## src/rtl/costas_loop_filter.sv

```systemverilog
// Costas carrier-recovery loop filter: per-sample BPSK/QPSK phase error, integrate-and-dump,
// shift-gain PI filter and lock detector, producing the NCO phase increment stream.
module costas_loop_filter #(
    parameter int                  WIDTH     = 16,
    parameter int                  OUT_WIDTH = 16,
    parameter int                  ACC_LEN   = 8,
    parameter int                  KP_SHIFT  = 4,
    parameter int                  KI_SHIFT  = 8,
    parameter logic [OUT_WIDTH-1:0] FREQ_INIT = 16'h4000,
    parameter bit                  QPSK      = 1'b0,
    parameter int                  LOCK_THR  = 64,
    parameter int                  LOCK_CNT  = 4
) (
    input  logic                 clk,
    input  logic                 rst_n,
    input  logic [WIDTH-1:0]     sample_i,
    input  logic [WIDTH-1:0]     sample_q,
    input  logic                 sample_tvalid,
    input  logic                 loop_en,
    output logic [OUT_WIDTH-1:0] feedback_tdata,
    output logic                 feedback_tvalid,
    output logic                 locked
);

    localparam int EW    = WIDTH + 2;
    localparam int SHIFT = $clog2(ACC_LEN);
    localparam int AW    = EW + SHIFT;
    localparam int CW    = SHIFT + 1;
    localparam int SW    = ((EW > OUT_WIDTH) ? EW : OUT_WIDTH) + 2;
    localparam int LCW   = (LOCK_CNT < 1) ? 1 : $clog2(LOCK_CNT + 1);

    function automatic logic signed [OUT_WIDTH-1:0] sat(input logic signed [SW-1:0] x);
        if (x[SW-1:OUT_WIDTH-1] == '0 || x[SW-1:OUT_WIDTH-1] == '1)
            return x[OUT_WIDTH-1:0];
        else if (x[SW-1])
            return {1'b1, {(OUT_WIDTH-1){1'b0}}};
        else
            return {1'b0, {(OUT_WIDTH-1){1'b1}}};
    endfunction

    logic signed [EW-1:0] i_ext, q_ext, term_i, term_q, err;
    logic signed [AW-1:0] acc, acc_sum;
    logic signed [EW-1:0] dump_e;
    logic [CW-1:0]        cnt;
    logic                 last;

    // Two guard bits keep sgn(I)*Q - sgn(Q)*I exact, including negation of the most negative input.
    // NOTE: every always_comb output gets a value first so no path can infer a latch.
    always_comb begin
        i_ext   = EW'($signed(sample_i));
        q_ext   = EW'($signed(sample_q));
        term_i  = sample_i[WIDTH-1] ? -q_ext : q_ext;
        term_q  = sample_q[WIDTH-1] ? -i_ext : i_ext;
        err     = QPSK ? (term_i - term_q) : term_i;
        acc_sum = acc + AW'(err);
        dump_e  = EW'(acc_sum >>> SHIFT);
        last    = (cnt == CW'(ACC_LEN - 1));
    end

    logic                 s1_valid, s1_en;
    logic signed [EW-1:0] s1_e;

    // NOTE: state registers use non-blocking assignments so every stage samples pre-edge values.
    always_ff @(posedge clk or negedge rst_n) begin
        if (!rst_n) begin
            cnt      <= '0;
            acc      <= '0;
            s1_valid <= 1'b0;
            s1_en    <= 1'b0;
            s1_e     <= '0;
        end else begin
            s1_valid <= 1'b0;
            if (sample_tvalid) begin
                if (last) begin
                    cnt      <= '0;
                    acc      <= '0;
                    s1_valid <= 1'b1;
                    s1_e     <= dump_e;
                    s1_en    <= loop_en;
                end else begin
                    cnt <= cnt + 1'b1;
                    acc <= acc_sum;
                end
            end
        end
    end

    logic signed [OUT_WIDTH-1:0] integ, integ_next, corr, corr_r;
    logic signed [SW-1:0]        int_sum, corr_sum;
    logic signed [EW-1:0]        e_abs;
    logic                        in_thr;

    always_comb begin
        int_sum    = SW'(integ) + SW'(s1_e >>> KI_SHIFT);
        integ_next = sat(int_sum);
        corr_sum   = SW'(integ_next) + SW'(s1_e >>> KP_SHIFT);
        corr       = sat(corr_sum);
        e_abs      = s1_e[EW-1] ? -s1_e : s1_e;
        in_thr     = (e_abs < EW'(LOCK_THR));
    end

    logic s2_valid, s2_en, s2_in_thr;

    // An open loop zeroes the correction, so the output stage always adds corr_r to FREQ_INIT.
    always_ff @(posedge clk or negedge rst_n) begin
        if (!rst_n) begin
            integ     <= '0;
            corr_r    <= '0;
            s2_valid  <= 1'b0;
            s2_en     <= 1'b0;
            s2_in_thr <= 1'b0;
        end else begin
            s2_valid <= s1_valid;
            if (s1_valid) begin
                s2_en     <= s1_en;
                s2_in_thr <= in_thr;
                if (s1_en) begin
                    integ  <= integ_next;
                    corr_r <= corr;
                end else begin
                    integ  <= '0;
                    corr_r <= '0;
                end
            end
        end
    end

    logic [LCW-1:0] lock_cnt, lock_cnt_next;

    always_comb begin
        lock_cnt_next = '0;
        if (s2_in_thr)
            lock_cnt_next = (lock_cnt == LCW'(LOCK_CNT)) ? lock_cnt : lock_cnt + 1'b1;
    end

    // The feedback word wraps modulo 2^OUT_WIDTH rather than saturating.
    always_ff @(posedge clk or negedge rst_n) begin
        if (!rst_n) begin
            feedback_tdata  <= FREQ_INIT;
            feedback_tvalid <= 1'b0;
            lock_cnt        <= '0;
            locked          <= 1'b0;
        end else begin
            feedback_tvalid <= s2_valid;
            if (s2_valid) begin
                feedback_tdata <= FREQ_INIT + OUT_WIDTH'(corr_r);
                lock_cnt       <= lock_cnt_next;
                locked         <= (lock_cnt_next == LCW'(LOCK_CNT)) && s2_en;
            end
        end
    end

endmodule

```

## config.mk

```make
export PLATFORM = sky130hd
export DESIGN_NAME = costas_loop_filter
export DESIGN_NICKNAME = d
export VERILOG_FILES = /design/src/rtl/costas_loop_filter.sv
export SDC_FILE = /design/constraint.sdc
export NUM_CORES = 1
export LEC_CHECK = 0
export ABC_AREA = 1
export CORE_MARGIN = 2
export CORE_UTILIZATION = 55
export CTS_CLUSTER_SIZE = 12
export DETAILED_ROUTE_END_ITERATION = 8
export PLACE_DENSITY = 0.78
export REMOVE_ABC_BUFFERS = 1
export SETUP_SLACK_MARGIN = 0.2
export SYNTH_ARGS = -nofsm -noshare
export SYNTH_HDL_FRONTEND = slang
export SYNTH_SLANG_ARGS = --single-unit
```

## constraint.sdc

```tcl
create_clock -name clk -period 3.5 [get_ports clk]
set_input_delay 0.525 -clock clk [delete_from_list [all_inputs] [get_ports clk]]
set_output_delay 0.525 -clock clk [all_outputs]
set_load 0.005 [all_outputs]
```

==> metrics.md, run 1 <==
| Metric | Value |
|---|---|
| Final net count | between 1000 and 1500 |
| Starting Density | between 50% and 60% |
| Register bit total from synthesis | roughly 100 |
| Final ANT Viol Nets | 0 |
| Endpoint class of the critical path | flip-flop |
| Max-Cap Viols | 0 |
| WP data arrival | ~4.1 ns |
| DRC viols | 0 |
| Final antenna diode count | 0 |
| Pins Over Slew Limit | 0 |
| First-pass GRT wire length | about 35000 um |
| Critical path class | reg2reg |
| Antenna violations before repair | 0 |
| Share of cells above drive strength 1 | a little over a quarter |
| Maximum achievable frequency | between 200 and 300 MHz |
| Asr flop ratio synth | 100% |
| Worst-margin pin slew | 1.17 ns |
| Status | finished with violations |
| Sequential area share after synthesis | 32.2% |
| Worst path slowest cell | dfrtp_4 |
| Netlist cell types | 45 |
| Post-synth top area cell | dfrtp_1 |
| Crit. Startpoint | s1_e[17] |
| Vias in the first global route | around 7700 |
| CTS tree | done |
| WL/cell | 15.4 um |
| FILL cells | 993 |
| Slew margin rel. | a little over a fifth |
| Synth Flop Type | dfrtp_1 |
| Finished Layout Cells | between 1500 and 2000 |
| Ports | 54 |
| DR pass1 iterations | 5 |
| Worst r2r src | s1_e[17] |
| Unrepaired setup endpoints after global routing | yes |
| Final Setup Violations | 15 |
| Die area | 0.0153 sq mm |
| Failing checks | setup timing |
| Most frequent cell on the critical path | nand2_2 |
| Number of hold violations in the final report | 0 |
| TritonCTS Buffers | 9 |
| Core area | 0.0139 sq mm |
| Grt total ovfl | 0 |
| Clk root buf | clkbuf_16 |
| Synthesized area | about 0.0079 sq mm |
| GRT Total Usage | 29.6% |
| Place WS | -0.350 ns |
| Clock latency on the worst-skew pair | roughly 0.37 ns |
| Top cells by area, synth | dfrtp_1, nand2_1, ha_1 |
| Vias per cell | 5.48 |
| Placed Cells | approximately 1500 |
| Sum Neg Setup Slack | -3.47 ns |
| GP Congestion | around 0.92 |
| Worst-path cell chain | ha_4 > inv_2 > nor3_4 > and2_4 > nand2_2 > nand2_1 > nand2_2 > nand2_4 > nand2_4 > buf_8 > a21oi_2 > ha_4 > nand2_2 > inv_1 > a21oi_2 > nand2_2 > nand2_2 > nand2_1 > nand2_2 > nand2_4 > a21oi_4 > clkbuf_16 > nand2_1 > nand2_1 |
| Iteration-0 DRC Markers | between 500 and 600 |
| Row count | 43 |
| Post-Synthesis Cells | 1128 |
| Longest Clk Path Bufs | 2 |
| Drt total wl | between 20000 and 25000 um |
| WP data required | 3.79 ns |
| Startpoint Class | flip-flop |
| Port bufs | 38 |
| Synth Area per Inst | roughly 7.0 sq um |
| Clock skew | 0.0142 ns |
| Min Tclk post-route | between 3 and 4 ns |
| CP peak stage delay | roughly 0.6 ns |
| Clock sink count | between 100 and 150 |
| DR vias | between 8000 and 9000 |
| EDFF count, synth | 0 |
| Yosys warns | 0 |
| Post-DP HPWL | 15900 um |
| Clk slew on worst S/H paths | ~0.08 ns |
| Final period util | 107% |
| Largest fanout on the critical path | 10 |
| Die width | between 100 and 150 um |
| Setup ws final | -0.256 ns |
| Largest net degree at the start of global routing | 55 |
| Worst hold path type | in2async |
| H-tree depth | 3 |
| Area Overhead vs Synth | 34.8% |
| Top-area cell type share of the netlist area | a little under a third |
| Die Ht | roughly 120 um |
| Post-Route Utilization | approximately 76% |
-- cell usage in the layout (no fill, tap or decap), types with 10 or more instances in the layout --
cell type,count
buf_4,156
xnor2_1,20
ha_1,37
nand2_1,382
a21oi_2,23
clkdlybuf4s50_1,32
nor2_1,58
nand3_2,25
a21oi_1,36
nand2_4,11
nand3_1,71
nand2_2,44
o21ai_1,12
clkbuf_16,10
inv_1,98
ha_4,16
inv_2,18
nand4_1,10
xor2_1,23
o21ai_0,34
dfrtp_1,99
-- cell families (layout without fill, tap and decap cells) --
family                     after synthesis  after routing  share of synthesized area [%]
xor gates and xnor gates                43             43                           4.79
buffers and inverters                  144            339                           7.81
DFF                                    101            101                           32.2
and+or+nand+nor                        643            644                           35.6
AOI/OAI and AO/OA                      137            137                           9.76
adders and majority gates               60             60                           9.83
-- synth_stat cells, types with 3 or more instances --
cell,number
xor2_1,23
nand3_1,84
a21oi_1,61
o21bai_1,8
inv_1,104
nand2_2,17
o21ai_0,45
fa_1,3
o21a_1,3
ha_1,57
buf_6,6
nand3_2,12
nor3_1,11
dfrtp_1,100
xnor2_1,20
clkbuf_1,15
nor2_1,65
or2_2,4
nand3b_1,9
o21ai_1,5
nand2_4,5
nand2_1,416
a31oi_1,3
inv_2,13
nand4_1,10
-- final timing paths --
check / to / slack, ns / cells past startpoint
setup / recovery: corr_r[10] / -0.26 / 24
hold / removal: integ[12] / 0.20 / 1
setup reg to reg: corr_r[10] / -0.26 / 24
hold reg to reg: s2_valid / 0.45 / 0
max in group asynchronous: feedback_tdata[14] / 2.52 / 2
min in group clk: s2_valid / 0.45 / 0
-- metal layers --
metal	track usage [%]	part of all wire (%)
met1	36.1	41
met2	52.7	51
met3	3.69	4.3
met4	11.7	3.6
met5	0	0
-- registers in the layout, indices dropped and copies added (netlist names) --
name	flops
s2_in_thr	1
feedback_tdata	16
locked	1
s1_valid	1
s2_valid	1
s1_en	1
feedback_tvalid	1
integ	16
s2_en	1
cnt	4
s1_e	18
corr_r	16
acc	21
lock_cnt	3
-- stage by stage --
| stage | hold WS (ns) | instance area [sq um] |
|---|---|---|
| after floorplan | 0.229 | 7700 |
| after global placement | 0.413 | 9380 |
| after detailed placement | 0.420 | 9380 |
| after CTS | 0.250 | 10000 |
| after global routing | 0.279 | 10600 |
| final | 0.205 | 10600 |
-- repair_timing --
item,CTS,global route
pin swaps,14,50
hold endpoints to repair,0,0
hold buffers,0,0
endpoints found under the setup margin,20,35
buffers inserted,12,11
resized for setup,55,118
cloned,2,1
-- layout make-up --
class | instances | area (sq um) | share of cell area [%]
Multi-Input combinational cell | 884 | 5390 | 50.8
Sequential cell | 101 | 2530 | 23.9
Timing Repair Buffer | 203 | 1700 | 16.1
Inverter | 120 | 460 | 4.35
Clock buffer | 10 | 229 | 2.16
Tap cell | 180 | 225 | 2.13
Clock inverter | 6 | 61.3 | 0.579
-- critical path: cells and delay by family, from the launching register on --
family                     cells  cell delay [ns]
and+or+nand+nor               15             1.36
adders and majority gates      2             0.61
AOI/OAI and AO/OA              3             0.61
DFF                            1             0.60
buffers and inverters          4             0.47
Power of run 1 is left out: the tool's default activity adds up to more than one toggle a clock period on the data nets, which glitch-free logic cannot reach.
==> run 2: changes to the inputs <==
Settings changed: PLACE_DENSITY 0.78 to 0.75, TNS_END_PERCENT from default to 1.
Clock period 3.5 ns to 4.4 ns, I/O delays scaled along.
==> run 2 against run 1 <==
Net effect:
- the flow now finishes without violations
- clock-buffer cell count decreased by 1
- cell area is 18% lower
- flip-flop and latch count unchanged
- via count down 14%
- register-to-register slack better by 0.78 ns
- non-clock buffer count decreased by 156
- maximum frequency shrank 3.1%
- worst hold slack improved by 0.21 ns
- global-route usage decreased by 3.3 points
- first-iteration DRC count decreased by 23%
- cell count decreased by 11%
- wire length shrank 22%
==> metrics.md, run 2 (synthesis gave the netlist of run 1 again) <==
| Metric | Value |
|---|---|
| Port bufs | 38 |
| Final Setup Violations | 0 |
| Clk root buf | clkbuf_16 |
| Maximum achievable frequency | ~260 MHz |
| Final period util | 88.1% |
| Clk slew on worst S/H paths | ~0.070 ns |
| Sum Neg Setup Slack | 0 ns |
| Worst hold path type | in2async |
| Min Tclk post-route | ~3.9 ns |
| Largest fanout on the critical path | 15 |
| DR vias | about 7100 |
| Critical R2R Capture | corr_r[5] |
| CTS tree | done |
| Status | complete, no violations |
| Most common cell after layout, fill and taps aside | nand2_1 |
| Most frequent cells in the layout | nand2_1, inv_1, dfrtp_1 |
| Critical path class | reg2reg |
| Final net count | about 1300 |
| Reg2Reg Setup Slack | approximately 0.52 ns |
| GRT Total Usage | between 20% and 30% |
| First-pass GRT wire length | 31400 um |
| Ports | 54 |
| Unrepaired setup endpoints after global routing | no |
| WL/cell | around 13 um |
| WP data arrival | about 4.1 ns |
| Largest regs | acc: 21 flops, s1_e: 18 flops |
| Startpoint Class | flip-flop |
| Die width | 124 um |
| Worst r2r src | s1_e[8] |
| Vias in the first global route | between 6000 and 7000 |
| Die Ht | between 100 and 150 um |
| H-tree depth | 3 |
| Max-Cap Viols | 0 |
| Reg with most FFs | acc |
| Longest Clk Path Bufs | 2 |
| Worst r2r path cells | 24 |
| Endpoint class of the critical path | flip-flop |
| GP Congestion | ~0.89 |
| Antenna violations before repair | 0 |
| Share of cells above drive strength 1 | under 10% |
| Clock sink count | about 100 |
| Clock latency on the worst-skew pair | approximately 0.36 ns |
| Final ANT Viol Nets | 0 |
| Clock skew | between 0.008 and 0.009 ns |
| Drt total wl | 18000 um |
| DRC viols | 0 |
| Final antenna diode count | 0 |
| Iteration-0 DRC Markers | 429 |
| Largest net degree at the start of global routing | 70 |
| Max FFs per register | 21 |
| Starting Density | a little under three fifths |
| TritonCTS Buffers | 9 |
| WP data required | around 4.7 ns |
| Die area | roughly 0.015 sq mm |
| Slew margin rel. | between 30% and 40% |
| Core area | approximately 0.014 sq mm |
| Grt total ovfl | 0 |
| DR pass1 iterations | 4 |
| Area Overhead vs Synth | 10.8% |
| Row count | between 40 and 50 |
| Pins Over Slew Limit | 0 |
| Post-DP HPWL | between 10000 and 15000 um |
| FILL cells | 1315 |
| Number of hold violations in the final report | 0 |
| Worst-margin pin slew | between 1 and 1.5 ns |
| Vias per cell | between 5 and 6 |
## run 2: worst max path at each step
| stage | startpoint | endpoint |
|---|---|---|
| final | s1_e[8] | corr_r[5] |
| after floorplan | s1_e[17] | corr_r[10] |
| after detailed placement | s1_e[8] | corr_r[5] |
| after global placement | s1_e[8] | corr_r[0] |
| after global routing | s1_e[8] | corr_r[5] |
| after CTS | s1_e[8] | corr_r[0] |
## run 2: area by class of cell
type | count | area [sq um] | share of cell area (%)
multi-input cells | 883 | 4750 | 54.5
clock inverters | 6 | 70.1 | 0.804
repair buffers | 47 | 458 | 5.26
clock buffers | 9 | 225 | 2.58
flip-flops and latches | 101 | 2530 | 29.0
inverters | 120 | 455 | 5.23
well taps | 180 | 225 | 2.58
## run 2: critical path, cell delays in order (launching register included)
cell and delay [ns]:
dfrtp_2 0.45, ha_1 0.24, fa_1 0.41, nand2_1 0.08, nand3_1 0.10, nand3_1 0.09
nand2_1 0.13, nand2_1 0.09, nand2_1 0.05, nand2_1 0.09, nand2_4 0.11, nor2_8 0.14
buf_4 0.20, a21oi_1 0.06, ha_1 0.35, a21oi_1 0.23, nand2_1 0.15, a21oi_4 0.19
nand2_2 0.08, nand2_1 0.06, nand2_1 0.12, nand2_8 0.15, nand3_1 0.08, nand2_1 0.08
nand2_1 0.05
## run 2: timing repair
item	in CTS	in global routing
buffers inserted	0	1
gates resized for setup	0	6
setup endpoints to repair	0	15
hold buffers	0	0
## run 2: through the flow
| step | utilization, % | instance area (sq um) | setup WS [ns] | std cells | hold slack [ns] |
|---|---|---|---|---|---|
| floorplan | - | 7700 | 0.729 | 1104 | 0.364 |
| global placement | 60.0 | 8370 | 0.398 | 1330 | 0.428 |
| detailed placement | 60.0 | 8370 | 0.321 | 1330 | 0.437 |
| CTS | 62.2 | 8660 | 0.303 | 1345 | 0.452 |
| global route | 62.5 | 8710 | 0.201 | 1346 | 0.476 |
| finish | 62.5 | 8710 | 0.525 | 1346 | 0.414 |
## run 2: per-layer routing
| metal | GRT usage [%] | vias up | wire length [um] |
|---|---|---|---|
| li1 | - | 3703 | - |
| met1 | 32.6 | 3239 | 8150 |
| met2 | 44.7 | 120 | 8520 |
| met3 | 4.24 | 42 | 633 |
| met4 | 11.9 | 0 | 667 |
| met5 | 0 | - | 0 |
Power of run 2 is left out for the same reason.
==> run 3: changes to the inputs <==
Settings changed: CTS_BUF_LIST from default to sky130_fd_sc_hd__clkbuf_4 sky130_fd_sc_hd__clkbuf_8.
==> run 3 against run 2 <==
Net effect:
- worst setup slack worse by 0.0053 ns
- non-clock buffer count up 1
- utilization is 0.67 points lower
- die area is the same
- via count unchanged
- sequential share of layout area is 0.32 points higher
- flip-flop and latch count unchanged
- cell count about the same
- critical path type unchanged
- largest cell class unchanged
- highest routed layer unchanged
==> metrics.md, run 3 (synthesis gave the netlist of run 1 again) <==
| Metric | Value |
|---|---|
| Clock latency on the worst-skew pair | approximately 0.40 ns |
| Die area | ~0.015 sq mm |
| Worst r2r src | s1_e[8] |
| WL/cell | around 13 um |
| GRT Total Usage | approximately 26% |
| FILL cells | around 1300 |
| Post-Route Utilization | 61.9% |
| Status | complete, no violations |
| Die Ht | roughly 120 um |
| Reg with most FFs | acc |
| H-tree depth | 3 |
| Largest fanout on the critical path | 15 |
| Clk slew on worst S/H paths | 0.11 ns |
| Most frequent cells in the layout | nand2_1, inv_1, dfrtp_1 |
| Ports | 54 |
| Place WS | 0.321 ns |
| Antenna violations before repair | 0 |
| Hold_buf cts | 0 |
| Share of cells above drive strength 1 | slightly below 8% |
| Core area | roughly 0.014 sq mm |
| Most common cell after layout, fill and taps aside | nand2_1 |
| GP Congestion | between 0.8 and 0.9 |
| Row count | between 40 and 50 |
| Critical R2R Capture | corr_r[5] |
| Worst hold path type | in2async |
| Port bufs | 38 |
| WP data required | ~4.7 ns |
| Vias per cell | ~5.3 |
| Critical path class | reg2reg |
| Final Setup Violations | 0 |
| Crit path to | corr_r[5] |
| Largest regs | acc: 21 flops, s1_e: 18 flops |
| Worst-margin pin slew | 1.04 ns |
| First-pass GRT wire length | 31100 um |
| Iteration-0 DRC Markers | 392 |
| Sum Neg Setup Slack | 0 ns |
| Die width | 124 um |
| Unrepaired setup endpoints after global routing | no |
| Final antenna diode count | 0 |
| Final instance area | approximately 0.0086 sq mm |
| Starting Density | 56.4% |
| Largest net degree at the start of global routing | 70 |
| Crit. Startpoint | s1_e[8] |
| Maximum achievable frequency | 258 MHz |
| Clock skew | 0.0174 ns |
| TritonCTS Buffers | 9 |
| Final ANT Viol Nets | 0 |
| Worst r2r path cells | 24 |
| DRC viols | 0 |
| Max FFs per register | 21 |
| Clock sink count | just over 100 |
| DR pass1 iterations | 5 |
| Drt total wl | between 15000 and 20000 um |
| Number of hold violations in the final report | 0 |
| Final period util | between 80 and 90% |
| CTS tree | done |
| Longest Clk Path Bufs | 2 |
| Vias in the first global route | approximately 6900 |
| Final net count | 1259 |
| Post-DP HPWL | between 10000 and 15000 um |
| Max-Cap Viols | 0 |
| DR vias | roughly 7100 |
| Endpoint class of the critical path | flip-flop |
| Pins Over Slew Limit | 0 |
| Grt total ovfl | 0 |
| Setup ws final | 0.519 ns |
| Min Tclk post-route | about 3.9 ns |
| Slew margin rel. | a little under a third |
| Startpoint Class | flip-flop |
| Clk root buf | clkbuf_8 |
| Reg2Reg Setup Slack | 0.52 ns |
| WP data arrival | approximately 4.2 ns |
| Area Overhead vs Synth | 9.63% |
| Post-DP Area | roughly 0.0084 sq mm |
## run 3: cell count changes in the layout (fill, tap and decap cells not counted), sizes merged
cell,previous run,this run
buf,10,11
## run 3: stage by stage
stage          hold WS [ns]  std cells
5_1_grt               0.447       1347
2_1_floorplan         0.364       1104
3_3_place_gp          0.428       1330
4_1_cts               0.404       1345
3_5_place_dp          0.437       1330
6_report              0.376       1347
## run 3: timing repair
action | in CTS | in global routing
buffers inserted | 0 | 2
endpoints found under the hold margin | 0 | 0
setup endpoints to repair | 0 | 15
gates resized for setup | 0 | 6
## run 3: worst min path at each step
stage | cells after the start | slack, ns | to
3_5_place_dp | 0 | 0.44 | s2_valid
5_1_grt | 1 | 0.45 | integ[15]
6_report | 1 | 0.38 | integ[15]
3_3_place_gp | 0 | 0.43 | s2_valid
4_1_cts | 1 | 0.40 | integ[15]
2_1_floorplan | 0 | 0.36 | acc[0]
## run 3: routing by layer
metal  GRT usage [%]  up-vias  part of all wire, %
met5               0        -                    0
met1            32.3     3241                   46
met4            11.9        0                  3.8
met3            4.20       38                  3.3
met2            44.3      113                   47
li1                -     3712                    -
## run 3: cell type report
cell class                 instances  area [sq um]  share of cell area, %
sequential                       101          2530                   29.4
multi-input combinational        883          4750                   55.1
timing repair buffer              48           465                   5.40
tap                              180           225                   2.61
clock buffer                       9           124                   1.44
inverter                         120           455                   5.28
clock inverter                     6          70.1                  0.813
## run 3: critical path, stage by stage, from the launching register on
cell and delay [ns]:
dfrtp_2 0.44, ha_1 0.23, fa_1 0.41, nand2_1 0.08, nand3_1 0.10, nand3_1 0.09, nand2_1 0.13, nand2_1 0.09
nand2_1 0.05, nand2_1 0.09, nand2_4 0.11, nor2_8 0.16, buf_4 0.21, a21oi_1 0.06, ha_1 0.35, a21oi_1 0.23
nand2_1 0.14, a21oi_4 0.19, nand2_2 0.08, nand2_1 0.06, nand2_1 0.12, nand2_8 0.15, nand3_1 0.08, nand2_1 0.08
nand2_1 0.05
Power of run 3 is left out for the same reason.
